[src/rtl/avalon_io_pkg.sv]
// avalon_io_pkg: shared state encodings, constants and request payload for the
// Avalon I/O byte responder. The optional per-byte timeout is IO_TIMEOUT_EN.
package avalon_io_pkg;

  localparam int unsigned IO_TIMEOUT_W    = 8;
  localparam logic [7:0]  IO_LANE_DEFAULT = 8'hFF;

  typedef enum logic [2:0] {
    ST_IDLE   = 3'd0,
    ST_BYTE   = 3'd1,
    ST_NEXT   = 3'd2,
    ST_R_RESP = 3'd3,
    ST_W_DONE = 3'd4
  } io_state_e;

  // Captured copy of the accepted Avalon request; mask bits clear as lanes finish.
  typedef struct packed {
    logic        is_write;
    logic [13:0] addr_dw;
    logic [3:0]  mask;
    logic [31:0] wdata;
  } io_req_t;

endpackage

[src/rtl/io_lane_pick.sv]
// io_lane_pick: lowest-set-lane finder used to serialize byte lanes in ascending order.
module io_lane_pick (
  input  logic [3:0] mask,
  output logic [1:0] lane_c,
  output logic       any_c
);

  // Priority encode the lowest set lane; lane 0 wins.
  always_comb begin
    lane_c = 2'd0;
    if      (mask[0]) lane_c = 2'd0;
    else if (mask[1]) lane_c = 2'd1;
    else if (mask[2]) lane_c = 2'd2;
    else if (mask[3]) lane_c = 2'd3;
  end

  assign any_c = |mask;

endmodule

[src/rtl/avalon_io_byte_responder.sv]
// avalon_io_byte_responder: Avalon-MM I/O slave that splits each dword access into
// byte accesses on an 8-bit legacy device bus. Define IO_TIMEOUT_EN to abandon a
// byte after TIMEOUT_CYCLES without io_dev_ack.
module avalon_io_byte_responder
  import avalon_io_pkg::*;
#(
  parameter int unsigned TIMEOUT_CYCLES = 255
) (
  input  logic        clk,
  input  logic        rst_n,
  input  logic [15:0] avalon_io_address,
  input  logic [3:0]  avalon_io_byteenable,
  input  logic        avalon_io_read,
  input  logic        avalon_io_write,
  input  logic [31:0] avalon_io_writedata,
  output logic [31:0] avalon_io_readdata,
  output logic        avalon_io_readdatavalid,
  output logic        avalon_io_waitrequest,
  output logic [15:0] io_dev_address,
  output logic        io_dev_read,
  output logic        io_dev_write,
  output logic [7:0]  io_dev_writedata,
  input  logic [7:0]  io_dev_readdata,
  input  logic        io_dev_ack
);

  io_state_e   state;
  io_req_t     req_q;
  logic [1:0]  lane_q;
  logic [31:0] buf_q;

  logic        in_idle_c;
  logic        start_c;
  logic        go_write_c;
  logic [3:0]  pick_mask_c;
  logic [1:0]  pick_lane_c;
  logic        any_c;
  logic [13:0] src_addr_c;
  logic [31:0] src_wdata_c;
  logic        timeout_hit_c;
  logic        unused_addr_bits;

  // In IDLE the next lane comes straight from the bus; afterwards from the captured copy.
  assign in_idle_c   = (state == ST_IDLE);
  assign start_c     = avalon_io_write | avalon_io_read;
  assign go_write_c  = in_idle_c ? avalon_io_write      : req_q.is_write;
  assign pick_mask_c = in_idle_c ? avalon_io_byteenable : req_q.mask;
  assign src_addr_c  = in_idle_c ? avalon_io_address[15:2] : req_q.addr_dw;
  assign src_wdata_c = in_idle_c ? avalon_io_writedata  : req_q.wdata;

  // Reads are taken in IDLE; writes stall until every byte has completed.
  assign avalon_io_waitrequest = in_idle_c ? avalon_io_write : (state != ST_W_DONE);

  // Address bits [1:0] are don't-care; lanes come from byteenable.
  assign unused_addr_bits = ^avalon_io_address[1:0];

  io_lane_pick u_lane_pick (
    .mask   (pick_mask_c),
    .lane_c (pick_lane_c),
    .any_c  (any_c)
  );

`ifdef IO_TIMEOUT_EN
  logic [IO_TIMEOUT_W-1:0] tmo_cnt_q;

  assign timeout_hit_c = (tmo_cnt_q == IO_TIMEOUT_W'(TIMEOUT_CYCLES - 1));

  // Per-byte wait counter: held at zero outside BYTE, counts un-acked BYTE cycles.
  always_ff @(posedge clk or negedge rst_n) begin
    if (!rst_n) begin
      tmo_cnt_q <= '0;
    end else if (state != ST_BYTE) begin
      tmo_cnt_q <= '0;
    end else if (!io_dev_ack) begin
      tmo_cnt_q <= tmo_cnt_q + IO_TIMEOUT_W'(1);
    end
  end
`else
  logic unused_timeout_cfg;

  assign timeout_hit_c      = 1'b0;
  assign unused_timeout_cfg = ^IO_TIMEOUT_W'(TIMEOUT_CYCLES);
`endif

  // Main sequencer: capture, launch one byte per BYTE/NEXT pair, then respond.
  always_ff @(posedge clk or negedge rst_n) begin
    if (!rst_n) begin
      state                   <= ST_IDLE;
      req_q                   <= '0;
      lane_q                  <= 2'd0;
      buf_q                   <= '1;
      avalon_io_readdata      <= '1;
      avalon_io_readdatavalid <= 1'b0;
      io_dev_address          <= '0;
      io_dev_read             <= 1'b0;
      io_dev_write            <= 1'b0;
      io_dev_writedata        <= '0;
    end else begin
      avalon_io_readdatavalid <= 1'b0;
      case (state)
        ST_IDLE, ST_NEXT: begin
          if (in_idle_c && start_c) begin
            req_q <= '{is_write: avalon_io_write,
                       addr_dw:  avalon_io_address[15:2],
                       mask:     avalon_io_byteenable,
                       wdata:    avalon_io_writedata};
            buf_q <= {4{IO_LANE_DEFAULT}};
          end
          if (!in_idle_c || start_c) begin
            if (any_c) begin
              state            <= ST_BYTE;
              lane_q           <= pick_lane_c;
              io_dev_address   <= {src_addr_c, pick_lane_c};
              io_dev_read      <= ~go_write_c;
              io_dev_write     <= go_write_c;
              io_dev_writedata <= go_write_c ? src_wdata_c[{pick_lane_c, 3'b000} +: 8] : 8'h00;
            end else if (go_write_c) begin
              state <= ST_W_DONE;
            end else begin
              state                   <= ST_R_RESP;
              avalon_io_readdatavalid <= 1'b1;
              avalon_io_readdata      <= in_idle_c ? {4{IO_LANE_DEFAULT}} : buf_q;
            end
          end
        end
        ST_BYTE: begin
          if (io_dev_ack || timeout_hit_c) begin
            if (io_dev_ack && !req_q.is_write) begin
              buf_q[{lane_q, 3'b000} +: 8] <= io_dev_readdata;
            end
            req_q.mask[lane_q] <= 1'b0;
            io_dev_read        <= 1'b0;
            io_dev_write       <= 1'b0;
            state              <= ST_NEXT;
          end
        end
        ST_R_RESP: state <= ST_IDLE;
        ST_W_DONE: state <= ST_IDLE;
        default:   state <= ST_IDLE;
      endcase
    end
  end

endmodule

[config.mk]
export PLATFORM = sky130hd
export DESIGN_NAME = avalon_io_byte_responder
export DESIGN_NICKNAME = d
export VERILOG_FILES = /design/src/rtl/avalon_io_pkg.sv /design/src/rtl/io_lane_pick.sv /design/src/rtl/avalon_io_byte_responder.sv
export SDC_FILE = /design/constraint.sdc
export NUM_CORES = 1
export LEC_CHECK = 0
export BUFFER_PORTS_ARGS = -buffer_cell sky130_fd_sc_hd__buf_2
export CORE_MARGIN = 2
export CORE_UTILIZATION = 55
export CTS_CLUSTER_DIAMETER = 200
export DETAILED_ROUTE_END_ITERATION = 6
export MAX_ROUTING_LAYER = met4
export PLACE_DENSITY = 0.9
export SETUP_SLACK_MARGIN = 0.05
export SYNTH_ARGS = -nofsm -noshare
export SYNTH_HDL_FRONTEND = slang
export SYNTH_SLANG_ARGS = --single-unit
[constraint.sdc]
create_clock -name clk -period 2.6 [get_ports clk]
set_input_delay 0.52 -clock clk [delete_from_list [all_inputs] [get_ports clk]]
set_output_delay 0.52 -clock clk [all_outputs]
set_load 0.02 [all_outputs]
==> Yosys cells after proc, flatten, opt, wreduce, memory -nomap -nowiden <==
Index checks and enable logic that the tools add are counted.
{ "classes": {"shifts": 3, "muxes": 37, "eq_ne": 8, "reduce_logical": 17, "n_addsub": 1, "order_cmp": 2, "n_bitwise": 5} }
{ "op_table": {"columns": ["op", "n"], "rows": [
  ["32-bit two-way mux", 5],
  ["32-bit one-hot mux with 2 select lines", 1],
  ["36-bit two-way mux", 1],
  ["32-bit bitwise mux", 1],
  ["8-bit by 7-bit variable shift with 32-bit output (first input constant)", 1],
  ["32-bit by 6-bit indexed part select with 8-bit output", 1],
  ["8-bit by 7-bit indexed part select with 32-bit output", 1],
  ["14-bit two-way mux", 1],
  ["1-bit two-way mux", 12],
  ["3-bit two-way mux", 4],
  ["4-bit AND reduction", 3],
  ["2-bit != test (second input constant)", 5],
  ["2-bit two-way mux", 4],
  ["4-bit two-way mux", 2],
  ["8-bit two-way mux", 1],
  ["4-bit one-hot mux with 2 select lines", 1],
  ["5-bit negator with 7-bit output", 1],
  ["3-bit one-hot mux with 2 select lines", 1],
  ["3-bit AND reduction", 2],
  ["4-bit bitwise AND", 1],
  ["4-bit NOT", 1],
  ["1-bit one-hot mux with 2 select lines", 2],
  ["2-bit AND reduction", 2],
  ["4-bit OR reduction", 1],
  ["other kinds (14)", 18]
]} }
{ "word_totals": {"ff_bits": 147, "inputBits": 65, "elab_cells": 86, "out_inout_bits": 60} }

==> Logic depth before layout (Yosys ltp) <==
Gate-level depths: netlist (run 1).
{ "logic_depth": {"word_depth": 8, "mapped_depth": 7, "depth_no_buf": 6} }

==> Cells and area by module <==
From an unflattened synthesis (run 1), not the netlist that was laid out.
{ "unflattened": {"cells_unflattened": 507, "hier_area_um2": 6617.6} }
{ "by_module_without_submodules": {"columns": ["module", "area_per_inst_um2", "n_inst", "cells_per_inst", "seq_area_each_um2"], "rows": [
  ["avalon_io_byte_responder", 6582.6, 1, 500, 3708.6],
  ["io_lane_pick", 35.0, 1, 7, 0.0]
]} }

==> Worst setup path after synthesis (run 1) <==
No wires, ideal clock.
{ "synth_path": {"path_type": "register -> register", "start": "register io_dev_address[0] (netlist name)", "end": "register buf_q[24]", "path_buffers": 0, "slack_ns": 0.474, "stages_incl_launch_ff": 6, "synth_period_minus_slack_ns": 2.126, "setup_ns": 0.075, "t_required_ns": 2.525, "arrival_ns": 2.051, "path_cell_list": "dfrtp_1 > inv_1 > ha_1 > nor4b_1 > a21oi_1 > mux2i_1"} }
{ "synth_rtl": {"columns": ["item", "line", "rtl"], "rows": [
  ["to (signal assigned)", "avalon_io_byte_responder.sv:107", "buf_q <= {4{IO_LANE_DEFAULT}};"],
  ["to (signal, indexed assignment)", "avalon_io_byte_responder.sv:129", "buf_q[{lane_q, 3'b000} +: 8] <= io_dev_readdata;"],
  ["to (decl)", "avalon_io_byte_responder.sv:30", "logic [31:0] buf_q;"]
]} }

==> Worst setup path in the final report (run 1) <==
{ "layout_path": {"start": "register state[2]", "end": "register io_dev_address[6]"} }
{ "layout_between": {"elab_chain_len": 4, "word_cells_on_any_way": 9, "cone_classes": "eq/ne (1); mux (2); reduce/logical (6)"} }
{ "layout_lines": {"columns": ["item", "line", "rtl"], "rows": [
  ["from (decl)", "avalon_io_byte_responder.sv:27", "io_state_e state;"],
  ["from (signal assigned)", "avalon_io_byte_responder.sv:88", "state <= ST_IDLE;"],
  ["from (signal assigned)", "avalon_io_byte_responder.sv:111", "state <= ST_BYTE;"],
  ["from (signal assigned)", "avalon_io_byte_responder.sv:118", "state <= ST_W_DONE;"],
  ["3-bit zero test", "avalon_io_byte_responder.sv:44, avalon_io_byte_responder.sv:100", null],
  ["4-bit two-way mux / 1-bit zero test (equally long branches)", "avalon_io_byte_responder.sv:47, avalon_io_byte_responder.sv:109", null],
  ["4-bit OR reduction / 1-bit logical OR (equally long branches)", "io_lane_pick.sv:17, avalon_io_byte_responder.sv:109", null],
  ["3-bit AND reduction (no source line)", null, null],
  ["to (signal assigned)", "avalon_io_byte_responder.sv:113", "io_dev_address <= {src_addr_c, pick_lane_c};"],
  ["to (decl)", "avalon_io_byte_responder.sv:19", "output logic [15:0] io_dev_address,"]
]} }
Parallel ways exist; a longest one is shown, timed or not.
A chain may end at the register's enable or synchronous reset.

==> results of run 1 <==
## worst reg2reg max path, delay by kind of cell, from the launching register on
kind            cells  cell delay, ns
compound gates      1            0.14
flops               1            0.54
mux                 1            0.43
simple gates        2            1.12
## cells in the final DEF (no fill, tap or decap), drive strengths merged, types with 12 or more instances in the layout
master	instances
dfstp	64
buf	143
nor3	13
o221ai	14
mux2i	12
dfrtp	81
a21oi	58
mux2	60
nand2	59
o21ai	13
clkbuf	21
inv	14
nor2	36
o22a	36
## area by class of cell
| type | count | area share [%] |
|---|---|---|
| multi-input cells | 382 | 34.1 |
| inverters | 14 | 0.649 |
| flip-flops and latches | 145 | 45.8 |
| repair buffers | 143 | 9.72 |
| well taps | 147 | 2.27 |
| clock buffers | 21 | 5.81 |
| diodes | 1 | 0.0309 |
| clock inverters | 11 | 1.67 |
## power breakdown
part           internal [mW]  switching, mW
logic                   2.43           2.96
registers               3.75          0.770
clock network           1.57          0.922
## state kept, by name, summed over array words and instances, names as in the netlist
name,cells
req_q,51
avalon_io_readdata,32
buf_q,32
io_dev_address,16
io_dev_writedata,8
state,3
avalon_io_readdatavalid,1
io_dev_read,1
io_dev_write,1
## metal layers
metal | routed length (µm) | share of wire [%]
met2 | 8360 | 51
met1 | 6710 | 41
met3 | 1000 | 6.1
met5 | 0 | 0
met4 | 278 | 1.7
## worst max path at each step
stage	slack, ns	to	depth (start not counted)
CTS	0.23	io_dev_writedata[4]$_DFFE_PN0P_	4
global placement	0.32	io_dev_address[2]$_DFFE_PN0P_	5
finish	0.26	io_dev_address[6]$_DFFE_PN0P_	4
global route	0.14	io_dev_address[4]$_DFFE_PN0P_	4
detailed placement	0.22	io_dev_address[6]$_DFFE_PN0P_	5
floorplan	0.47	buf_q[24]$_DFFE_PN1P_	5
## logic make-up after synthesis
group / count (synthesis)
flops: 145
buf+inv: 56
compound gates: 161
mux: 72
fa+ha+maj: 4
simple gates: 145
## per-stage QoR
stage | setup slack (ns) | util [%]
detailed placement | 0.222 | 62.6
finish | 0.263 | 67.7
global route | 0.136 | 67.7
CTS | 0.235 | 67.7
floorplan | 0.474 | -
global placement | 0.315 | 62.6
## synth_stat cells (all sizes together) (2+ instances only)
| library cell | number | share of area (%) |
|---|---|---|
| o22ai | 8 | 0.84 |
| a21oi | 58 | 4.3 |
| mux2i | 12 | 1.9 |
| a21o | 2 | 0.22 |
| o221ai | 14 | 1.8 |
| o21ai | 13 | 0.97 |
| nand2 | 59 | 3.3 |
| or3b | 3 | 0.39 |
| o221a | 4 | 0.67 |
| o31ai | 3 | 0.41 |
| ha | 4 | 0.75 |
| or4 | 2 | 0.28 |
| nor3 | 13 | 1.0 |
| o22a | 36 | 4.7 |
| mux2 | 60 | 11 |
| nand2b | 8 | 0.75 |
| nor2 | 36 | 2.1 |
| o32a | 2 | 0.30 |
| or2 | 2 | 0.19 |
| a32o | 6 | 0.90 |
| nand3 | 2 | 0.15 |
| clkbuf | 21 | 1.2 |
| nor2b | 3 | 0.28 |
| buf | 21 | 1.6 |
| a22oi | 3 | 0.34 |
| o21a | 3 | 0.34 |
| o311a | 2 | 0.30 |
| inv | 14 | 0.79 |
| dfstp | 64 | 25 |
| dfrtp | 81 | 30 |
| nor3b | 3 | 0.34 |
| a221oi | 3 | 0.67 |
| and2 | 2 | 0.19 |
| nor4 | 4 | 0.37 |
==> run_results.csv, run 1 <==
group,metric,value,unit
outcome,status,"finished clean",
sta,final_max_slew_viol_count,0,
synthesis,synth_xor_area_share,0,%
power,leakage,3.61,nW
layout,stdcell_count,864,
global_route,first_global_vias,5264,
power,ir_worst_vdd,0.680,mV
layout,regArea,3710,µm²
worst_setup_path,slowest_delay,0.83,ns
worst_setup_path,worst_ep_required_time,2.91,ns
synthesis,syn_nets,652,
synthesis,muxShareOfSynthArea,12.5,%
worst_setup_path,arrival,2.64,ns
worst_setup_path,cp_top_family,"simple AND/OR/NAND/NOR gates",
die,row_count,40,
die,die_h,114,µm
global_route,grtUsageMet3,6.30,%
synthesis,synth_cell_type_count,57,
synthesis,syn_area_per_cell,11.5,µm²
sta,slew_headroom,29.9,%
layout,fillers,882,
place,dp_hpwl,11300,µm
global_route,grt_overflow_total,0,
drt,drt_iter0_markers,526,
synthesis,ys_warn_count,0,
worst_setup_path,cp-end-kind,"register",
synthesis,synth-main-ff-cell,"dfrtp_1",
sta,min_period,2.34,ns
global_route,use_met1,33.2,%
clock_network,cts_buffers,17,
sta,holdWs,0.0556,ns
worst_setup_path,r2r-end,"io_dev_address[6]$_DFFE_PN0P_",
synthesis,synth_edf_count,0,
place,portBuffers,122,
global_route,busiest_layer,"met2",
worst_setup_path,crit_buf_inv,0,
die,dieArea,13100,µm²
worst_setup_path,path_class,"register to register",
worst_setup_path,reg2regPathDepth,4,
synthesis,synth_sequential_area_ratio,55.4,%
global_route,track_usage,26.9,%
clock_network,clkTransAtPathRegs,0.06,ns
die,pin_count,125,
die,die_w,114,µm
sta,tightest_slew,1.05,ns
die,initial_core_util,56.0,%
clock_network,root_buffer,"clkbuf_16",
drt,firstDrtPassIters,6,
layout,final_cell_area,8100,µm²
clock_network,clockBufferDepth,2,
clock_network,clock-sinks,145,
power,p_total,12.4,mW
global_route,grt_pass1_wl,26600,µm
synthesis,synthCells,583,
place,place_area,7490,µm²
worst_setup_path,cp-start-kind,"register",
sta,finalHoldViolCount,0,
drt,drcViolationCount,0,
layout,drive_above_1_share,44.4,%
place,place_inst,831,
worst_setup_path,ff2ff_setup_slack,0.26,ns
sta,fin_setup_tns,0,ns
clock_network,postCtsSetupRepairBufs,0,
clock_network,ctsHoldBuffers,0,
clock_network,clkLatencyLatePin,0.42,ns
power,p_per_area,1530,nW/µm²
die,core,12000,µm²
layout,final_nets,772,
hold_path,hp-class,"input port to asynchronous set/reset pin",
clock_network,cts_resized,0,
clock_network,cts_max_level,4,
synthesis,netlist_area,6690,µm²
synthesis,synthAdderAreaFrac,0.748,%
layout,multi_input_area,2760,µm²
sta,rsz0062_at_grt,"false",
synthesis,synthArstFlopShare,100,%
sta,setup_violations,0,
drt,vias_per_cell,6.07,
worst_setup_path,cpMaxStageDelayCell,"nor2_2",
synthesis,synth_top_family_by_area,"compound AO/OA/AOI/OAI gates",
drt,antenna_left,0,
sta,skew,0.00924,ns
worst_setup_path,cp_cell_sequence,"nor2_1, o31ai_2, nor2_2, mux2_2",
drt,wl,16400,µm
sta,clock.fmax,428,MHz
worst_setup_path,crit_fanout,15,
synthesis,synth_seq_cells,145,
place,place_congestion,0.818,
global_route,use_met2,43.4,%
synthesis,synth-compound-area-share,17.3,%
global_route,antenna_found_initial,1,
sta,finalCritPeriodShare,89.9,%
worst_setup_path,r2r-start,"state[2]$_DFFE_PN0P_",
drt,wl_per_cell,18.9,µm
global_route,grt_max_degree,57,
clock_network,cts_tree,"done",
drt,num_vias,5241,
synthesis,yosys.area_share.simple,10.5,%
layout,syn_to_final_growth,21.0,%
run,timing.max_cap.violations,0,
worst_setup_path,startpoint,"state[2]$_DFFE_PN0P_",
(Power assumes the default switching activity.)
==> run 2: changes to the inputs <==
--- a/config.mk
+++ b/config.mk
@@ -8,6 +8,7 @@
 export BUFFER_PORTS_ARGS = -buffer_cell sky130_fd_sc_hd__buf_2
 export CORE_MARGIN = 2
 export CORE_UTILIZATION = 55
+export CTS_BUF_LIST = sky130_fd_sc_hd__clkbuf_8
 export CTS_CLUSTER_DIAMETER = 200
 export DETAILED_ROUTE_END_ITERATION = 6
 export MAX_ROUTING_LAYER = met4
==> run 2 against run 1 <==
  * Wire length increased by 0.29%
  * Clock-buffer cell count decreased by 1
  * Critical path depth unchanged
  * Worst setup slack got worse by 0.021 ns
  * Cell area decreased by 2.4%
  * Core utilization decreased by 1.6 points
  * First-iteration DRC count increased by 8.9%
  * Register-to-register slack got worse by 0.02 ns
  * Sequential power about the same
  * Critical path type unchanged
  * Clock skew increased by 0.0020 ns
==> run_results.csv, run 2 (synthesis results as in run 1) <==
group,metric,value,unit
drt,wl,16400,µm
global_route,grt_max_degree,57,
sta,setup_violations,0,
layout,drive_above_1_share,44.3,%
drt,wl_met3,1070,µm
power,p_per_area,1490,nW/µm²
sta,min_period,2.36,ns
worst_setup_path,worst_ep_required_time,2.94,ns
drt,drt_iter0_markers,573,
die,initial_core_util,56.0,%
clock_network,clkTransAtPathRegs,0.08,ns
global_route,first_global_vias,5235,
layout,final_common_cell,"buf_2",
layout,regMostFlops,"req_q",
sta,tightest_slew,1.05,ns
clock_network,cts_max_level,4,
outcome,status,"finished clean",
worst_setup_path,ff2ff_setup_slack,0.24,ns
power,ir_worst_vdd,0.760,mV
layout,regArea,3710,µm²
layout,final_cell_mix,"buf_2 (121), dfrtp_1 (81), dfstp_2 (64)",
die,core,12000,µm²
drt,vias_per_cell,6.15,
drt,wl_met2,8210,µm
drt,num_vias,5315,
layout,largest_reg_flops,51,
clock_network,cts_buffers,17,
clock_network,root_buffer,"clkbuf_8",
sta,rsz0062_at_grt,"false",
layout,fillers,915,
worst_setup_path,cp-end-kind,"register",
worst_setup_path,path_class,"register to register",
power,leakage,3.53,nW
power,p_total,11.8,mW
drt,antenna_left,0,
run,timing.max_cap.violations,0,
clock_network,clkLatencyLatePin,0.44,ns
clock_network,cts_resized,0,
place,dp_hpwl,11300,µm
sta,slew_headroom,29.6,%
die,dieArea,13100,µm²
layout,syn_to_final_growth,18.1,%
clock_network,postCtsSetupRepairBufs,0,
place,place_congestion,0.818,
drt,wl_per_cell,19.0,µm
hold_path,hp-class,"input port to asynchronous set/reset pin",
sta,fin_setup_tns,0,ns
sta,finalHoldViolCount,0,
worst_setup_path,r2r-start,"state[1]$_DFFE_PN0P_",
drt,highest-signal-layer,"met4",
drt,firstDrtPassIters,5,
clock_network,ctsHoldBuffers,0,
place,portBuffers,122,
clock_network,clock-sinks,145,
die,die_w,114,µm
drt,wirelength_met1,6810,µm
worst_setup_path,reg2regPathDepth,4,
die,row_count,40,
worst_setup_path,arrival,2.70,ns
global_route,grt_overflow_total,0,
drt,drcViolationCount,0,
clock_network,cts_tree,"done",
layout,reg_top3,"req_q (51), avalon_io_readdata (32), buf_q (32)",
die,pin_count,125,
global_route,grt_pass1_wl,26200,µm
worst_setup_path,crit_fanout,17,
sta,skew,0.0113,ns
sta,clock.fmax,424,MHz
die,die_h,114,µm
worst_setup_path,r2r-end,"io_dev_writedata[4]$_DFFE_PN0P_",
worst_setup_path,cp-start-kind,"register",
sta,finalCritPeriodShare,90.7,%
global_route,antenna_found_initial,1,
global_route,track_usage,26.6,%
clock_network,clockBufferDepth,2,
layout,final_nets,772,
layout,multi_input_area,2760,µm²
sta,final_max_slew_viol_count,0,
## run 2: cell count changes in the layout (fill, tap and decap cells not counted), sizes merged
cell,before,now
clkbuf,21,20
inv,14,15
## run 2: how the worst max path moves through the flow
stage | depth (start not counted) | endpoint | startpoint | slack [ns]
after detailed placement | 5 | io_dev_address[6]$_DFFE_PN0P_ | avalon_io_byteenable[2] | 0.22
final | 4 | io_dev_writedata[4]$_DFFE_PN0P_ | state[1]$_DFFE_PN0P_ | 0.24
after CTS | 4 | io_dev_writedata[4]$_DFFE_PN0P_ | state[1]$_DFFE_PN0P_ | 0.25
after global routing | 4 | io_dev_writedata[4]$_DFFE_PN0P_ | state[1]$_DFFE_PN0P_ | 0.09
after floorplan | 5 | buf_q[24]$_DFFE_PN1P_ | io_dev_address[0]$_DFFE_PN0P_ | 0.47
after global placement | 5 | io_dev_address[2]$_DFFE_PN0P_ | avalon_io_byteenable[2] | 0.32
## run 2: per-layer routing
layer | vias to the layer above | track usage (%)
met5 | - | -
li1 | 2364 | -
met4 | 0 | 10.8
met2 | 260 | 42.3
met1 | 2660 | 32.9
met3 | 31 | 6.62
## run 2: final cells by class
type / count / share of cell area [%]
timing repair buffer: 143 / 9.96
tap: 147 / 2.33
antenna: 1 / 0.0317
inverter: 14 / 0.665
sequential: 145 / 46.9
multi-input combinational: 382 / 34.9
clock buffer: 20 / 3.48
clock inverter: 12 / 1.76
## run 2: report_power, final
group	internal [mW]	switching, mW	total [mW]	leakage [nW]
registers	3.74	0.775	4.52	1.64
clock network	1.01	0.829	1.84	0.217
logic	2.42	2.98	5.40	1.67
total	7.18	4.58	11.8	3.53
## run 2: worst max-delay path, stage by stage (launching register included)
cell and delay [ns]:
dfrtp_1 0.72, or3_1 0.58, nand4_1 0.38, o22a_1 0.32
a32o_1 0.26
## run 2: metrics by stage
stage / setup slack [ns] / util [%] / hold slack [ns] / instances / instance area [µm²]
floorplan: 0.474 / - / 0.224 / 583 / 6690
global placement: 0.315 / 62.6 / 0.454 / 831 / 7490
detailed placement: 0.222 / 62.6 / 0.455 / 831 / 7490
CTS: 0.248 / 66.1 / 0.0294 / 863 / 7900
global route: 0.0935 / 66.1 / 0.0466 / 864 / 7900
finish: 0.242 / 66.1 / 0.0216 / 864 / 7900
